File: config.mk
export PLATFORM = sky130hd
export DESIGN_NAME = joy_share_scheduler
export DESIGN_NICKNAME = d
export VERILOG_FILES = /design/src/rtl/joy_pkg.sv /design/src/rtl/joy_share_scheduler_rr_arbiter.sv /design/src/rtl/joy_share_scheduler.sv
export SDC_FILE = /design/constraint.sdc
export NUM_CORES = 1
export LEC_CHECK = 0
export CAP_MARGIN = 25
export CORE_MARGIN = 2
export CORE_UTILIZATION = 49
export CTS_CLUSTER_DIAMETER = 30
export DETAILED_ROUTE_END_ITERATION = 12
export GPL_TIMING_DRIVEN = 0
export HOLD_SLACK_MARGIN = 0.02
export PLACE_DENSITY = 0.76
export SLEW_MARGIN = 0
export SYNTH_ARGS = -nofsm -noshare
export SYNTH_HDL_FRONTEND = slang
export SYNTH_SLANG_ARGS = --single-unit
File: constraint.sdc
create_clock -name clock -period 4.9 [get_ports clock]
set_clock_uncertainty 0.05 [all_clocks]
set_input_delay 0.49 -clock clock [delete_from_list [all_inputs] [get_ports clock]]
set_output_delay 0.49 -clock clock [all_outputs]
set_load 0.02 [all_outputs]
File: src/rtl/joy_pkg.sv
// Shared types and constants for the joystick share scheduler and the
// processing core it feeds.
package joy_pkg;

    typedef enum logic [1:0] {
        ST_IDLE    = 2'd0,
        ST_ISSUE   = 2'd1,
        ST_WAIT    = 2'd2,
        ST_CAPTURE = 2'd3
    } joy_state_e;

    // Direction nibble ordering is {up,down,left,right}
    localparam logic [3:0] DIR_UP    = 4'b1000;
    localparam logic [3:0] DIR_DOWN  = 4'b0100;
    localparam logic [3:0] DIR_LEFT  = 4'b0010;
    localparam logic [3:0] DIR_RIGHT = 4'b0001;

    localparam logic [3:0] DIR_VERTICAL   = DIR_UP | DIR_DOWN;
    localparam logic [3:0] DIR_HORIZONTAL = DIR_LEFT | DIR_RIGHT;

    localparam logic [3:0] MODE_DISABLED   = 4'd0;
    localparam logic [3:0] MODE_PREDICTION = 4'd1;
    localparam logic [3:0] MODE_CORRECTION = 4'd2;
    localparam logic [3:0] MODE_VERTICAL   = 4'd3;
    localparam logic [3:0] MODE_HORIZONTAL = 4'd4;
    localparam logic [3:0] MODE_CLEAR      = 4'd5;

    localparam logic FAVOR_HORIZONTAL = 1'b0;
    localparam logic FAVOR_VERTICAL   = 1'b1;

endpackage

File: src/rtl/joy_share_scheduler_rr_arbiter.sv
// Round-robin selector: picks the first requester strictly after last_grant,
// wrapping around, so the most recently served player is searched last.
module rr_arbiter #(
    parameter int NPLAYER = 4,
    parameter int IW      = $clog2(NPLAYER)
) (
    input  logic [NPLAYER-1:0] req,
    input  logic [IW-1:0]      last_grant,
    output logic [IW-1:0]      grant_idx,
    output logic               grant_any
);

    logic [IW-1:0] cand;

    // Walk from the farthest offset down so the nearest requester wins
    always_comb begin
        grant_idx = last_grant;
        grant_any = 1'b0;
        cand      = '0;
        for (int off = NPLAYER; off >= 1; off--) begin
            cand = IW'((int'(last_grant) + off) % NPLAYER);
            if (req[cand]) begin
                grant_idx = cand;
                grant_any = 1'b1;
            end
        end
    end

endmodule

File: src/rtl/joy_share_scheduler.sv
// Time-shares one processing core among NPLAYER joystick ports: synchronizes
// inputs, tracks changed players, and runs one core transaction at a time.
module joy_share_scheduler
    import joy_pkg::*;
#(
    parameter int NPLAYER  = 4,
    parameter int CORE_LAT = 2
) (
    input  logic                   clock,
    input  logic                   reset_n,
    input  logic [4*NPLAYER-1:0]   dir_in,
    input  logic [4*NPLAYER-1:0]   mode_in,
    output logic                   core_valid,
    output logic [3:0]             core_dir,
    output logic [3:0]             core_last,
    output logic [3:0]             core_mode,
    input  logic [3:0]             core_result,
    output logic [4*NPLAYER-1:0]   dir_out,
    output logic [NPLAYER-1:0]     dir_upd,
    output logic                   busy
);

    localparam int IW = $clog2(NPLAYER);
    typedef logic [NPLAYER-1:0][3:0] lane_vec_t;

    joy_state_e         state_q, state_d;
    lane_vec_t          dir_s1_q, dir_s1_d, dir_s2_q, dir_s2_d;
    lane_vec_t          mode_s1_q, mode_s1_d;
    lane_vec_t          dir_out_q, dir_out_d;
    logic [NPLAYER-1:0] pending_q, pending_d;
    logic [NPLAYER-1:0] dir_upd_q, dir_upd_d;
    logic [IW-1:0]      cur_q, cur_d;
    logic [IW-1:0]      grant_idx;
    logic               grant_any;
    logic [3:0]         snap_dir_q, snap_dir_d;
    logic [3:0]         snap_mode_q, snap_mode_d;
    logic [2:0]         wait_cnt_q, wait_cnt_d;

    // cur_q doubles as the round-robin pointer and the player in service
    rr_arbiter #(.NPLAYER(NPLAYER)) u_arb (
        .req        (pending_q),
        .last_grant (cur_q),
        .grant_idx  (grant_idx),
        .grant_any  (grant_any)
    );

    always_comb begin
        state_d     = state_q;
        dir_s1_d    = dir_in;
        dir_s2_d    = dir_s1_q;
        mode_s1_d   = mode_in;
        dir_out_d   = dir_out_q;
        pending_d   = pending_q;
        dir_upd_d   = '0;
        cur_d       = cur_q;
        snap_dir_d  = snap_dir_q;
        snap_mode_d = snap_mode_q;
        wait_cnt_d  = wait_cnt_q;

        case (state_q)
            ST_IDLE: begin
                if (grant_any) begin
                    cur_d       = grant_idx;
                    snap_dir_d  = dir_s1_q[grant_idx];
                    snap_mode_d = mode_s1_q[grant_idx];
                    state_d     = ST_ISSUE;
                end
            end
            ST_ISSUE: begin
                wait_cnt_d = 3'd1;
                state_d    = (CORE_LAT == 1) ? ST_CAPTURE : ST_WAIT;
            end
            ST_WAIT: begin
                if (wait_cnt_q == 3'(CORE_LAT - 1)) begin
                    state_d = ST_CAPTURE;
                end else begin
                    wait_cnt_d = wait_cnt_q + 3'd1;
                end
            end
            ST_CAPTURE: begin
                dir_out_d[cur_q] = core_result;
                dir_upd_d[cur_q] = 1'b1;
                // A player that moved since the snapshot stays pending
                if (dir_s1_q[cur_q] == snap_dir_q) begin
                    pending_d[cur_q] = 1'b0;
                end
                state_d = ST_IDLE;
            end
            default: state_d = ST_IDLE;
        endcase

        for (int p = 0; p < NPLAYER; p++) begin
            if (dir_s1_q[p] != dir_s2_q[p]) begin
                pending_d[p] = 1'b1;
            end
        end
    end

    always_ff @(posedge clock or negedge reset_n) begin
        if (!reset_n) begin
            state_q     <= ST_IDLE;
            dir_s1_q    <= '0;
            dir_s2_q    <= '0;
            mode_s1_q   <= '0;
            dir_out_q   <= '0;
            pending_q   <= '0;
            dir_upd_q   <= '0;
            cur_q       <= IW'(NPLAYER - 1);
            snap_dir_q  <= '0;
            snap_mode_q <= '0;
            wait_cnt_q  <= '0;
        end else begin
            state_q     <= state_d;
            dir_s1_q    <= dir_s1_d;
            dir_s2_q    <= dir_s2_d;
            mode_s1_q   <= mode_s1_d;
            dir_out_q   <= dir_out_d;
            pending_q   <= pending_d;
            dir_upd_q   <= dir_upd_d;
            cur_q       <= cur_d;
            snap_dir_q  <= snap_dir_d;
            snap_mode_q <= snap_mode_d;
            wait_cnt_q  <= wait_cnt_d;
        end
    end

    assign core_valid = (state_q == ST_ISSUE);
    assign core_dir   = core_valid ? snap_dir_q : 4'd0;
    assign core_last  = core_valid ? dir_out_q[cur_q] : 4'd0;
    assign core_mode  = core_valid ? snap_mode_q : 4'd0;
    assign dir_out    = dir_out_q;
    assign dir_upd    = dir_upd_q;
    assign busy       = (state_q != ST_IDLE);

endmodule

# --- Word-level counts from Yosys, hierarchy flattened ---
# Cells that the tools add are included.
op_classes:
  n_addsub: 5
  magnitude_cmp: 7
  n_eq_ne: 12
  n_mux: 44
  n_bitwise: 2
  reduce_logical: 19
ops:
  columns: ["op", "n"]
  rows:
  - ["4-bit two-way mux", 11]
  - ["4-bit binary-select mux with 2-bit select", 4]
  - ["2-bit nonzero test", 10]
  - ["2-bit by 3-bit less-than comparator with 1-bit output (second input constant)", 6]
  - ["16-bit bitwise mux", 1]
  - ["4-bit != test", 4]
  - ["2-bit AND reduction", 7]
  - ["1-bit two-way mux", 13]
  - ["2-bit two-way mux", 6]
  - ["1-bit binary-select mux with 2-bit select", 4]
  - ["4-bit demux with 2-bit select", 1]
  - ["2-bit case mux with 4 select lines", 1]
  - ["2-bit != test (second input constant)", 3]
  - ["3-bit case mux with 2 select lines", 1]
  - ["2-bit by 1-bit adder with 2-bit output (second input constant)", 2]
  - ["2-bit adder (second input constant)", 2]
  - ["4-bit AND", 1]
  - ["2-bit == test (second input constant)", 2]
  - ["4-bit == test", 1]
  - ["4-bit inverter", 1]
  - ["3-bit by 1-bit adder with 3-bit output (second input constant)", 1]
  - ["3-bit by 1-bit == test with 1-bit output (second input constant)", 1]
  - ["3-bit two-way mux", 1]
  - ["1-bit demux with 2-bit select", 1]
  - ["4 further kinds", 4]
word_totals:
  reg_bits: 87
  in_bits: 38
  out_inout_bits: 34
  elab_cells: 115

# --- Logic depth before layout (Yosys ltp) ---
# Gate-level depths: netlist of run 1.
logic_depth:
  ltp_word: 9
  depth_mapped: 10

# --- Hierarchy ---
# A second synthesis of run 1 with hierarchy kept.
hier_totals:
  cells_unflattened: 245
  hier_area_um2: 3564.7
modules_own_cells:
  columns: ["module", "n_inst", "cells_per_inst", "area_each_um2"]
  rows:
  - ["joy_share_scheduler", 1, 231, 3482.1]
  - ["rr_arbiter", 1, 14, 82.6]

# --- Worst setup path before layout of run 1 ---
# Ideal clock, no wire load.
synth_timing:
  path_kind: "reg2reg"
  start: "register cur_q[0]"
  end: "register snap_dir_q[0]"
  t_arrival_ns: 2.281
  path_slack_ns: 2.424
  stages_incl_launch_ff: 11
  path_buffers: 3
  cell_sequence: "dfstp_2 buf_4 inv_1 ha_1 mux2i_1 nand3_4 and3_1 buf_2 buf_6 a211oi_1 a211oi_1"
synth_via:
  elab_chain_cells: 9
synth_lines:
  columns: ["item", "line_no", "source"]
  rows:
  - ["from (decl)", "joy_share_scheduler.sv:32", "logic [IW-1:0] cur_q, cur_d;"]
  - ["from (signal assigned)", "joy_share_scheduler.sv:108", "cur_q <= IW'(NPLAYER - 1);"]
  - ["from (signal assigned)", "joy_share_scheduler.sv:120", "cur_q <= cur_d;"]
  - ["2-bit by 1-bit adder with 2-bit output", "joy_share_scheduler_rr_arbiter.sv:21", "cand = IW'((int'(last_grant) + off) % NPLAYER);"]
  - ["1-bit binary-select mux with 2-bit select", "joy_share_scheduler_rr_arbiter.sv:22", "if (req[cand]) begin"]
  - ["1-bit two-way mux (implied by the code)", "joy_share_scheduler_rr_arbiter.sv:22", null]
  - ["2-bit two-way mux (4 in series)", "joy_share_scheduler_rr_arbiter.sv:22", null]
  - ["4-bit binary-select mux with 2-bit select", "joy_share_scheduler.sv:64", "snap_dir_d = dir_s1_q[grant_idx];"]
  - ["4-bit two-way mux (implied by the code)", "joy_share_scheduler.sv:64", null]
  - ["to (signal assigned)", "joy_share_scheduler.sv:121", "snap_dir_q <= snap_dir_d;"]
  - ["to (decl)", "joy_share_scheduler.sv:35", "logic [3:0] snap_dir_q, snap_dir_d;"]
# Several ways; a longest one is shown, not always the timed one. The select of a mux whose other input is x is not followed.
# A chain may end at the register's enable or synchronous reset.

# --- Final worst setup path of run 1 ---
layout_timing:
  start: "register state_q[1]"
  end: "output core_dir[2]"
layout_via:
  elab_chain_cells: 2
layout_lines:
  columns: ["item", "line_no", "source"]
  rows:
  - ["from (decl)", "joy_share_scheduler.sv:26", "joy_state_e state_q, state_d;"]
  - ["from (signal assigned)", "joy_share_scheduler.sv:113", "state_q <= state_d;"]
  - ["2-bit by 1-bit == test with 1-bit output", "joy_share_scheduler.sv:127", "assign core_valid = (state_q == ST_ISSUE);"]
  - ["4-bit two-way mux", "joy_share_scheduler.sv:128", "assign core_dir = core_valid ? snap_dir_q : 4'd0;"]
  - ["to (decl)", "joy_share_scheduler.sv:14", "output logic [3:0] core_dir,"]
# Every way passes these cells.

==> results by group, run 1 <==
Run status
  – Outcome: finished clean

Final layout
  – # fillers: 566
  – Antenna diodes: 0
  – Share of layout cells above drive strength 1: 15.0%
  – Storage cell area: 2180 um^2
  – Nets: 418
  – Layout area overhead: 27.6%
  – Final Non-Filler Cells: 473
  – Area occupied by multi-input gates: 1430 um^2

STA
  – Final setup TNS: 0 ps
  – Unrepaired setup endpoints after global routing: no
  – Fin crit share: 62.4%
  – Final number of hold-violating endpoints: 0
  – FMAX: 327 MHz
  – Final setup viols: 0
  – Setup WS post-layout: 1840 ps
  – Crit path time final: 3060 ps
  – Worst-Margin Slew: 845 ps
  – Fin. max-slew vios: 0
  – Slew headroom: 43.5%

Synthesis
  – Top cells by area, synth: dfrtp_1 57%, mux2_2 4.8%, mux4_2 4.8%
  – Seq/Total Area, Yosys: 58.2%
  – Synth Register Bits: 87
  – Post-synth top area share: 56.8%
  – Most common cell in the netlist: dfrtp_1
  – Syn_nets: 335
  – Synth warn: 0
  – Synth area leader: dfrtp_1
  – Post-synth EDFFs: 0
  – Synth cell count leaders: 85 x dfrtp_1, 23 x inv_1, 17 x a211oi_1, 16 x mux2_2, 16 x xor2_1
  – Distinct cells, synth: 40
  – Ys async rst share: 100%
  – Post-Syn Area: 3740 um^2
  – Cells after Synth: 286
  – Avg Inst Size Synth: 13.1 um^2
  – Main synth FF type: dfrtp_1

Clock network
  – # resized after CTS: 0
  – CTS max path bufs: 2
  – CTS clk-pin slew, worst paths: 80 ps
  – H-tree depth: 3
  – Total CTS buffers: 9
  – CTS root buf: clkbuf_8
  – Sink Count: 87
  – Worst-skew pair later-pin latency: 360 ps
  – CTS tree: done
  – Post-CTS setup buffers: 0
  – Post-CTS Hold Buffers: 0

Route
  – Routed WL: 7580 um
  – DR DRC count: 0
  – Post-DR vias/cell: 5.21
  – Drt pass-1 iters: 4
  – Vias: 2465
  – Post-route ant nets: 0
  – Wire length per cell: 16.0 um
  – Initial DRC Count: 101

Setup path
  – Required time worst endpoint: 4360 ps
  – CP startpoint kind: flip-flop
  – Crit path capture type: output port
  – Crit Path Max Fanout: 10
  – Class of the most critical setup path: flip-flop to output port
  – Worst Path Arrival: 2520 ps

Power and ir drop
  – Peak VDD IR: 214 uV
  – Static Leak: 0.00206 uW
  – Pwr per Cell Area: 569 nW/um^2

Placed design
  – I/O Buffers: 71
  – GPL Wtd Cong: 0.835
  – Post-place setup slack: 2120 ps
  – Placed insts: 457
  – Hpwl dp: 5350 um

Floorplanning
  – Die Span Y: 91.4 um
  – Initial core utilization: 51.1%
  – Die Area: 8360 um^2
  – Core area: 7330 um^2
  – Die Width: 91.4 um
  – FP Rows: 31
  – I/O Pins: 72

Hold path
  – Worst hold path type: primary input to async pin

Global route
  – Largest net degree at the start of global routing: 51
  – Initial antenna violation count: 0
  – Gr usage total: 19.8%
  – Global-route wire length before repair: 12700 um
  – Number of global-route vias before repair: 2584
  – Grt ovf: 0

Run
  – # Max-Cap Violations: 0
-- sequential cells by signal (all words and copies together) (netlist names), 3 cells and up --
name and count:
dir_out 16, dir_s1_q 16, dir_s2_q 16, dir_upd 4, mode_s1_q 16, pending_q 4
snap_dir_q 4, snap_mode_q 4, wait_cnt_q 3
-- critical path, stage by stage, from the launching register on --
cell             delay (ps)
dfrtp_1                 410
inv_1                   120
ha_1                    310
clkbuf_1                450
and2_1                  250
clkdlybuf4s50_1         620
-- logic make-up (layout without fill, tap and decap cells) --
kind of cell,Yosys count,count (layout),share of synthesized area [%]
DFF,87,87,58.2
and+or+nand+nor,54,54,7.85
AOI/OAI and AO/OA,45,45,8.29
muxes,39,39,13.8
buffers and inverters,31,119,3.74
xor gates and xnor gates,19,19,4.44
adders and majority gates,11,11,3.68
-- per-stage QoR --
stage                     hold slack, ps  util (%)  area, um^2  total power, uW
after global routing                62.4      65.2        4780             2880
final                               34.6      65.2        4780             2720
after global placement               383      62.5        4580             2250
after CTS                           38.7      65.2        4780             2730
after floorplan                      144         -        3740             1810
after detailed placement             385      62.8        4600             2290
-- cell usage in the layout, fill, tap and decap left out, types with 2 or more instances in the layout --
cell type        synthesis  final
xnor2_1                  3      3
ha_1                    11     11
mux2_2                  16     16
dfrtp_1                 85     85
mux2i_1                 13     13
clkinvlp_4               0      4
buf_6                    2      2
nor2_1                  11     11
buf_4                    1      2
o21ai_0                  6      6
clkdlybuf4s50_1          0     70
nor4_1                   5      5
or3_1                    2      2
a31oi_1                  8      8
clkbuf_8                 0      9
and2_1                  12     12
nand2b_1                 3      3
inv_1                   23     23
o21ai_1                  4      4
xor2_1                  16     16
buf_2                    4      4
dfstp_2                  2      2
clkinv_2                 0      2
a211oi_1                17     17
a21boi_0                 2      2
nand2_1                 15     15
mux4_2                   8      8
-- final timing paths --
kind	start	endpoint	slack (ps)	cells past startpoint
max	state_q[1]	core_dir[2]	1840	5
min	reset_n	dir_s1_q[12]	30	1
max reg2reg	cur_q[0]	snap_dir_q[3]	2100	10
min reg2reg	dir_s1_q[10]	dir_s2_q[10]	400	0
max in group asynchronous	reset_n	cur_q[0]	4110	2
min in group clock	dir_s1_q[10]	dir_s2_q[10]	400	0
-- metal layers --
layer  up-vias  track usage (%)  part of all wire [%]  routed length, um
met2        51             32.6                    51               3870
met3        12             3.32                   3.0                230
met1      1231             26.0                    44               3370
met5         -                0                     0                  0
li1       1171                -                     -                  -
met4         0             8.59                   1.5                117
-- power breakdown --
part	total, uW	internal [uW]	switching, uW
Combinational	1270	628	644
Clock	441	183	258
Sequential	1010	885	122
-- layout make-up --
| type | instances | share of cell area, % |
|---|---|---|
| Multi-Input combinational cell | 168 | 29.8 |
| Tap cell | 99 | 2.59 |
| Clock inverter | 7 | 1.02 |
| Timing Repair Buffer | 72 | 15.4 |
| Sequential cell | 87 | 45.6 |
| Clock buffer | 9 | 2.59 |
| Buffer | 8 | 1.13 |
| Inverter | 23 | 1.81 |
No activity file was read; power rests on OpenSTA's default activity.
==> inputs of run 2 (changes only) <==
CORE_UTILIZATION = 47   (was 49)
clock period = 2.74 ns   (was 4.9 ns; I/O delays follow)
==> results by group, run 2 (synthesis results as in run 1) <==
Run status
  – Outcome: finished clean

Power and ir drop
  – Static Leak: 0.00212 uW (+3.1%)
  – Peak VDD IR: 514 uV (+140%)
  – Pwr per Cell Area: 1040 nW/um^2 (+82%)

Setup path
  – Worst Path Arrival: 2290 ps (-230 ps)
  – Crit path buf inv count: 3 (unchanged)
  – CP startpoint kind: flip-flop
  – Slowest cell delay on critical path: 610 ps (about the same)
  – Crit-path leading delay family: buffers and inverters
  – Crit path capture type: output port
  – Crit Path Max Fanout: 10 (unchanged)
  – Crit path cell chain: inv_1 > ha_1 > clkbuf_4 > and2_1 > clkdlybuf4s50_1
  – Slowest cell on crit path: clkdlybuf4s50_1
  – Required time worst endpoint: 2420 ps (-1940 ps)
  – Class of the most critical setup path: flip-flop to output port

Route
  – Post-DR vias/cell: 5.18 (-0.61%)
  – Vias: 2481 (+0.65%)
  – Drt pass-1 iters: 4 (unchanged)
  – Wire length per cell: 15.8 um (-1.7%)
  – DR DRC count: 0 (unchanged)
  – Routed WL: 7550 um (-0.44%)
  – Initial DRC Count: 113 (+12%)
  – Post-route ant nets: 0 (unchanged)

Final layout
  – Commonest non-fill, non-tap cell in the layout: dfrtp_1
  – Share of layout cells above drive strength 1: 15.9% (+0.94 points)
  – # fillers: 594 (+4.9%)
  – Final Non-Filler Cells: 479 (+1.3%)
  – Nets: 421 (+0.72%)
  – Antenna diodes: 0 (unchanged)
  – Core Util, Final: 63.1% (-2.0 points)
  – Layout area overhead: 30.3%
  – Most frequent cells in the layout: 85 x dfrtp_1, 66 x clkdlybuf4s50_1, 23 x inv_1, 17 x a211oi_1
  – Final instance area: 4880 um^2 (+2.1%)

Floorplanning
  – Die Span Y: 93.3 um (+2.0%)
  – Die Area: 8700 um^2 (+4.1%)
  – FP Rows: 32 (+3.2%)
  – Core area: 7730 um^2 (+5.4%)
  – I/O Pins: 72 (unchanged)
  – Initial core utilization: 48.5% (-2.6 points)
  – Die Width: 93.3 um (+2.0%)

Placed design
  – Placed cell areas: 4610 um^2 (about the same)
  – Hpwl dp: 5330 um (-0.27%)
  – I/O Buffers: 71 (unchanged)
  – GPL Wtd Cong: 0.834 (about the same)
  – Post-place setup slack: -49.5 ps (-2170 ps)
  – Placed insts: 460 (+0.66%)

Global route
  – Global-route wire length before repair: 12500 um (-1.6%)
  – Gr usage total: 18.9% (-0.96 points)
  – Initial antenna violation count: 0 (unchanged)
  – Largest net degree at the start of global routing: 51 (unchanged)
  – Grt ovf: 0 (unchanged)
  – Number of global-route vias before repair: 2519 (-2.5%)

STA
  – Setup WS post-layout: 130 ps (-1710 ps)
  – Fin. max-slew vios: 0 (unchanged)
  – Slew headroom: 46.7% (+3.3 points)
  – Final setup viols: 0 (unchanged)
  – Crit path time final: 2610 ps
  – FMAX: 383 MHz
  – Worst-Margin Slew: 796 ps (-48.9 ps)
  – Final number of hold-violating endpoints: 0 (unchanged)
  – Fin crit share: 95.2%

Hold path
  – Worst hold path type: primary input to flip-flop

Clock network
  – CTS max path bufs: 2 (unchanged)
  – CTS clk-pin slew, worst paths: 80 ps (about the same)
  – H-tree depth: 3 (unchanged)
  – Total CTS buffers: 9 (unchanged)
  – CTS tree: done
  – CTS root buf: clkbuf_8
  – Sink Count: 87 (unchanged)
  – Worst-skew pair later-pin latency: 360 ps (about the same)

Run
  – # Max-Cap Violations: 0 (unchanged)
[run 2: worst reg2reg max path, cell delays in order (launching register included)]
cell,delay (ps)
dfstp_2,560
buf_4,170
inv_1,120
ha_4,320
mux2i_4,260
nand3_4,110
and3_1,190
buf_2,150
buf_6,150
a211oi_1,280
a211oi_1,90
[run 2: cell type report]
type	instances	area, um^2	area share [%]
plain buffers	8	57.6	1.18
clock buffers	11	141	2.90
clock inverters	5	81.3	1.67
inverters	23	86.3	1.77
multi-input cells	168	1450	29.7
flip-flops and latches	87	2180	44.7
well taps	102	128	2.62
repair buffers	75	756	15.5
[run 2: stage by stage]
step           TNS [ps]  power, uW  hold slack [ps]
2_1_floorplan         0       3230            -71.6
5_1_grt           -3.05       5360              291
4_1_cts               0       5080              290
6_report              0       5060              297
3_3_place_gp    -135450       4030              385
3_5_place_dp       -140       4090              215
[run 2: path summary, 6_finish.rpt]
kind,from,to,slack [ps],depth (start not counted)
worst max-delay path,state_q[1],core_dir[1],130,5
worst min-delay path,dir_in[9],dir_s1_q[9],300,1
worst max register to register,cur_q[0],snap_dir_q[1],160,10
worst min register to register,dir_s1_q[9],dir_s2_q[9],410,0
max in group asynchronous,reset_n,cur_q[0],1620,3
min in group asynchronous,reset_n,dir_s1_q[8],370,2
[run 2: layer usage]
layer	global-route usage [%]	share of wire (%)	up-vias
li1	-	-	1173
met1	24.5	43	1243
met2	31.8	52	54
met3	3.30	4.1	11
met4	7.11	1.1	0
met5	0	0	-
[run 2: where the power goes]
group / internal [uW] / total [uW] / switching (uW)
Sequential: 1580 / 1800 / 217
Clock: 539 / 986 / 448
Combinational: 1130 / 2280 / 1140
Total: 3260 / 5060 / 1810
[run 2: timing repair]
action / in CTS / in global routing
endpoints found under the hold margin: 37 / 0
endpoints found under the setup margin: 18 / 11
hold buffers: 1 / 0
setup buffers: 0 / 2
pin swaps: 0 / 1
gates resized for setup: 7 / 3
